<file path="config.mk">
export PLATFORM = sky130hd
export DESIGN_NAME = led_event_capture
export DESIGN_NICKNAME = d
export VERILOG_FILES = /design/src/rtl/led_event_capture.sv
export SDC_FILE = /design/constraint.sdc
export NUM_CORES = 1
export LEC_CHECK = 0
export BUFFER_PORTS_ARGS = -buffer_cell sky130_fd_sc_hd__buf_2
export CAP_MARGIN = 20
export CORE_UTILIZATION = 60
export CTS_CLUSTER_SIZE = 12
export DETAILED_ROUTE_END_ITERATION = 8
export MAX_ROUTING_LAYER = met4
export PLACE_DENSITY = 0.86
export SLEW_MARGIN = 20
export SYNTH_ARGS = -nofsm -noshare
export SYNTH_HDL_FRONTEND = slang
export SYNTH_SLANG_ARGS = --single-unit
</file>
<file path="constraint.sdc">
create_clock -name CLK -period 5.45 [get_ports CLK]
set_input_delay 0.8175 -clock CLK [delete_from_list [all_inputs] [get_ports CLK]]
set_output_delay 0.8175 -clock CLK [all_outputs]
set_load 0.05 [all_outputs]
</file>
<file path="src/rtl/led_event_capture.sv">
// LED event capture: watches a LED vector for changes (or rising bits),
// timestamps each change and queues it in a show-ahead FIFO. When the FIFO
// is full, further events are counted as dropped, and the next accepted
// entry is tagged so the consumer knows there is a gap before it.
module led_event_capture #(
    parameter int WIDTH  = 5,
    parameter int DEPTH  = 8,
    parameter int TS_W   = 16,
    parameter int DROP_W = 8
) (
    input  logic                     CLK,
    input  logic                     RESET,
    input  logic [WIDTH-1:0]         LEDS_IN,
    input  logic                     EN,
    input  logic                     MODE,
    input  logic                     CLEAR,
    input  logic                     EVT_READY,
    output logic                     EVT_VALID,
    output logic [WIDTH-1:0]         EVT_DATA,
    output logic [TS_W-1:0]          EVT_TIME,
    output logic                     EVT_LOST,
    output logic                     OVF,
    output logic [DROP_W-1:0]        DROP_COUNT,
    output logic [$clog2(DEPTH):0]   LEVEL
);

    localparam int AW = $clog2(DEPTH);
    localparam int LW = AW + 1;
    localparam int EW = WIDTH + TS_W + 1;
    localparam logic [LW-1:0] FULL_LEVEL = LW'(DEPTH);

    // Entry layout: {led value, timestamp, lost flag}
    logic [EW-1:0]     mem [DEPTH];

    logic [WIDTH-1:0]  prev;
    logic [TS_W-1:0]   ts;
    logic [AW-1:0]     wr_ptr;
    logic [AW-1:0]     rd_ptr;
    logic [LW-1:0]     level;
    logic              ovf;
    logic [DROP_W-1:0] drop_count;
    logic              lost_pending;

    logic              hit;
    logic              push_req;
    logic              full;
    logic              pop;
    logic              accept;
    logic              drop;
    logic [EW-1:0]     head;

    // Event detection and push/pop arbitration for the current edge
    always_comb begin
        if (MODE) begin
            hit = |(LEDS_IN & ~prev);
        end else begin
            hit = (LEDS_IN != prev);
        end
        full     = (level == FULL_LEVEL);
        pop      = (level != '0) && EVT_READY && !CLEAR;
        push_req = EN && hit && !CLEAR;
        // A pop in the same cycle frees a slot, so a full FIFO still accepts
        accept   = push_req && (!full || pop);
        drop     = push_req && full && !pop;
    end

    // Show-ahead head of the FIFO; contents are meaningless while empty
    always_comb begin
        head       = mem[rd_ptr];
        EVT_VALID  = (level != '0);
        EVT_DATA   = head[EW-1 -: WIDTH];
        EVT_TIME   = head[TS_W:1];
        EVT_LOST   = head[0];
        OVF        = ovf;
        DROP_COUNT = drop_count;
        LEVEL      = level;
    end

    // Storage array is written only on accepted pushes and needs no reset
    always_ff @(posedge CLK) begin
        if (accept) begin
            mem[wr_ptr] <= {LEDS_IN, ts, lost_pending};
        end
    end

    // Control state: history, timestamp, pointers, occupancy, drop tracking
    always_ff @(posedge CLK or posedge RESET) begin
        if (RESET) begin
            prev         <= '0;
            ts           <= '0;
            wr_ptr       <= '0;
            rd_ptr       <= '0;
            level        <= '0;
            ovf          <= 1'b0;
            drop_count   <= '0;
            lost_pending <= 1'b0;
        end else begin
            // History always tracks the input, even during a flush
            prev <= LEDS_IN;
            if (CLEAR) begin
                ts           <= '0;
                wr_ptr       <= '0;
                rd_ptr       <= '0;
                level        <= '0;
                ovf          <= 1'b0;
                drop_count   <= '0;
                lost_pending <= 1'b0;
            end else begin
                ts <= ts + 1'b1;
                if (accept) begin
                    wr_ptr       <= wr_ptr + 1'b1;
                    lost_pending <= 1'b0;
                end
                if (pop) begin
                    rd_ptr <= rd_ptr + 1'b1;
                end
                if (accept && !pop) begin
                    level <= level + 1'b1;
                end else if (!accept && pop) begin
                    level <= level - 1'b1;
                end
                if (drop) begin
                    ovf          <= 1'b1;
                    lost_pending <= 1'b1;
                    if (drop_count != '1) begin
                        drop_count <= drop_count + 1'b1;
                    end
                end
            end
        end
    end

endmodule

</file>
==> impl_table.tex <==
\begin{tabular}{lr}
\hline
Metric & Value \\
\hline
\multicolumn{2}{l}{\textbf{Clock network}} \\
Setup Fix Bufs, Post-CTS & 0 \\
H-Tree Level Count & 1 \\
CTS Sinks & 217 \\
Worst skew pair latency & 490 ps \\
Clock-pin slew on the worst setup and hold paths & about 60 ps \\
Number of gates resized after CTS & 0 \\
TritonCTS clock tree & built \\
Maximum clock insertion buffer count & 3 \\
Inserted Clock Buffers & 22 \\
Hold buffer count at CTS & 0 \\
Cell at the root of the clock tree & clkbuf\_16 \\
\multicolumn{2}{l}{\textbf{Place}} \\
Port buffer count & 46 \\
Placed Cells incl. Taps & $\sim$690 \\
Routability-driven placement congestion ratio & approximately 0.8 \\
Detail Placement HPWL & 10.0 mm \\
Setup WS pre-CTS & 1180 ps \\
\multicolumn{2}{l}{\textbf{Yosys}} \\
Flop and latch count out of synthesis & around 220 \\
Ys Warns & 0 \\
EDFF count, synth & roughly 180 \\
Share of the yosys chip area belonging to registers & 0.718 \\
Post-synthesis area per instance & between 15 and 20 um2 \\
Largest cells by area after synthesis & edfxtp\_1 60\%, dfrtp\_1 12\%, mux4\_2 11\% \\
Number of distinct library cells after synthesis & 45 \\
Cell taking the most area after synthesis & edfxtp\_1 \\
Most used flip-flop cell after synthesis & edfxtp\_1 \\
Net Count, Synth & 496 \\
Yosys top cell area share & 0.601 \\
Async set or reset register ratio after synthesis & 0.189 \\
Post-Synthesis Cells & roughly 470 \\
Combined area of all synthesized cells & 8790 um2 \\
\multicolumn{2}{l}{\textbf{Global routing}} \\
Total global routing track utilization & 0.269 \\
Wire length of the first global-routing pass & 28.5 mm \\
Initial antenna violation count & 0 \\
Number of global-route vias before repair & 4885 \\
Pin count of the biggest net entering global routing & 47 \\
GRT overflow & 0 \\
\multicolumn{2}{l}{\textbf{STA}} \\
TNS Setup & 0 ps \\
Ratio of final minimum period to clock period & 0.703 \\
Clock Skews & 7.23 ps \\
Final setup violation count & 0 \\
Min setup slack post-route & 1620 ps \\
Final max-slew violation count & 0 \\
Worst-margin pin slew & 1170 ps \\
Max-slew headroom at the worst pin & 0.223 \\
Final critical-path required period & 3830 ps \\
RSZ-0062 raised after global routing & no \\
Max Clock Freq & approximately 260 MHz \\
Number of hold violations in the final report & 0 \\
\multicolumn{2}{l}{\textbf{Final layout}} \\
Final core utilization & 0.708 \\
Final-layout fill cell count & between 800 and 900 \\
Ant. Diodes & 0 \\
Relative area change from synthesis to final layout & 13.6\% \\
Layout Cells excl Fill & approximately 730 \\
Number of nets at the end of the flow & 558 \\
Share of final-layout standard cells stronger than drive strength 1 & 0.310 \\
\multicolumn{2}{l}{\textbf{Route}} \\
Number of nets with antenna violations after routing & 0 \\
Initial DRT Pass Iterations & 5 \\
DR vias & 4748 \\
Final wirelength & 18.3 mm \\
Number of DRC violations after detailed routing & 0 \\
Per-cell via count in the routed design & $\sim$6.5 \\
Routed len/inst & 25.1 um \\
Number of violations reported at the end of detailed-routing iteration 0 & 491 \\
\multicolumn{2}{l}{\textbf{Power}} \\
Worst-case vdd ir drop & 0.000463 V \\
Static leakage power & 3.51 nW \\
Power per cell area & 439 nW/um2 \\
Total chip power & 4.38 mW \\
\multicolumn{2}{l}{\textbf{Floorplan}} \\
Boundary Pins & 47 \\
Number of rows in the core area & 43 \\
Initial core utilization & 0.623 \\
Core region area & 14100 um2 \\
Die area & around 15000 um2 \\
Die span in x & roughly 120 um \\
Vertical die dimension & 123 um \\
\multicolumn{2}{l}{\textbf{Worst setup path}} \\
Kind of critical path & flip-flop to output port \\
Worst-path fanout max & 26 \\
Critical Path Slowest Stage Cell & dfrtp\_2 \\
Slowest cell delay on critical path & 840 ps \\
Arrival time worst endpoint & 3010 ps \\
Setup crit end kind & output port \\
List of cells traversed by the critical path & buf\_4 > mux4\_2 > mux2\_2 > buf\_2 \\
CP Launch Type & flip-flop \\
Worst endpoint required time & 4630 ps \\
\multicolumn{2}{l}{\textbf{Outcome}} \\
Result of the run & complete, no violations \\
\multicolumn{2}{l}{\textbf{Run}} \\
Max Cap Violations & 0 \\
\multicolumn{2}{l}{\textbf{Worst hold path}} \\
Path type of the worst min-delay path & input port to asynchronous set/reset pin \\
\hline
\end{tabular}
placed cells by master (no fill, tap or decap), types with 3 or more instances in the layout:
master / synthesis / final
a21oi_1: 7 / 7
and2_1: 4 / 4
and3_1: 3 / 3
buf_2: 5 / 46
buf_4: 2 / 11
clkbuf_1: 12 / 14
clkbuf_16: 0 / 23
dfrtp_1: 41 / 39
edfxtp_1: 176 / 176
ha_1: 11 / 11
inv_1: 12 / 12
mux2_2: 24 / 24
mux2i_1: 5 / 5
mux4_2: 44 / 44
nand2_1: 16 / 16
nand3_1: 10 / 10
nand4_1: 4 / 4
nor2_1: 28 / 27
nor3_1: 5 / 4
nor3b_2: 0 / 3
nor4_1: 7 / 7
o21ai_0: 6 / 6
or3_1: 3 / 3
xnor2_1: 13 / 13
xor2_1: 7 / 7
report_power, final:
group / switching [mW] / internal [mW]
clock: 0.583 / 0.796
combinational: 0.620 / 0.428
sequential: 0.122 / 1.83
total: 1.32 / 3.06
final cells by class:
type,instances,area (um2),share of cell area
sequential,217,6310,0.633
multi-input combinational,224,2400,0.241
clock buffer,38,642,0.0643
timing repair buffer,58,340,0.0341
tap,180,225,0.0226
inverter,12,45.0,0.00451
clock inverter,2,11.3,0.00113
registers in the layout (all words and copies together), names as in the netlist:
register	count
mem	176
wr_ptr	3
rd_ptr	3
ts	16
lost_pending	1
DROP_COUNT	8
prev	5
LEVEL	4
OVF	1
cell usage after synthesis (2+ instances only):
library cell,number
or3_1,3
dfrtp_1,41
nand3_1,10
xnor2_1,13
nor4b_1,2
and3_1,3
nor2_1,28
buf_2,5
nor4_1,7
a21oi_1,7
nand4_1,4
nor3_1,5
nor4_2,2
nor3b_1,3
o21ai_0,6
buf_4,2
nor4bb_1,2
mux2i_1,5
edfxtp_1,176
inv_1,12
xor2_1,7
nand2_1,16
and2_1,4
mux4_2,44
ha_1,11
mux2_2,24
nor2b_1,2
clkbuf_1,12
critical path: cells and delay by family (launching register included):
family   cells  cell delay, ps
mux          2             880
buf+inv      2             790
flops        1             840
metal layers:
layer | vias up | routed length (um) | track usage
li1 | 1996 | - | -
met1 | 2450 | 7200 | 0.363
met2 | 251 | 9340 | 0.429
met3 | 51 | 1250 | 0.0369
met4 | 0 | 524 | 0.0971
met5 | - | 0 | -
stage by stage:
stage	hold slack [ps]	area [um2]
2_1_floorplan	540	8790
3_3_place_gp	515	9300
3_5_place_dp	517	9330
4_1_cts	486	9980
5_1_grt	533	9980
6_report	473	9980
final timing paths:
check | start | to | slack, ps | depth (start not counted)
max | rd_ptr[0]$_DFFE_PP0P_ | EVT_DATA[2] | 1620 | 4
min in group CLK | OVF$_DFFE_PP0P_ | OVF$_DFFE_PP0P_ | 540 | 2
min reg2reg | OVF$_DFFE_PP0P_ | OVF$_DFFE_PP0P_ | 540 | 2
max reg2reg | prev[3]$_DFF_PP0_ | LEVEL[3]$_DFFE_PP0P_ | 1800 | 13
min | RESET | DROP_COUNT[3]$_DFFE_PP0P_ | 470 | 3
max in group asynchronous | RESET | rd_ptr[1]$_DFFE_PP0P_ | 4570 | 3
cells by family (layout without fill, tap and decap cells):
logic type / after synthesis / after routing / synth area share
buffers and inverters: 32 / 110 / 0.0152
multiplexers: 73 / 73 / 0.149
flip-flops: 217 / 217 / 0.718
AND/OR/NAND/NOR: 99 / 99 / 0.0625
AO/OA/AOI/OAI: 20 / 20 / 0.0169
XOR/XNOR: 20 / 20 / 0.0199
adder cells (fa/ha/maj): 12 / 12 / 0.0179
Note: power is estimated with default switching activity, not from simulation.
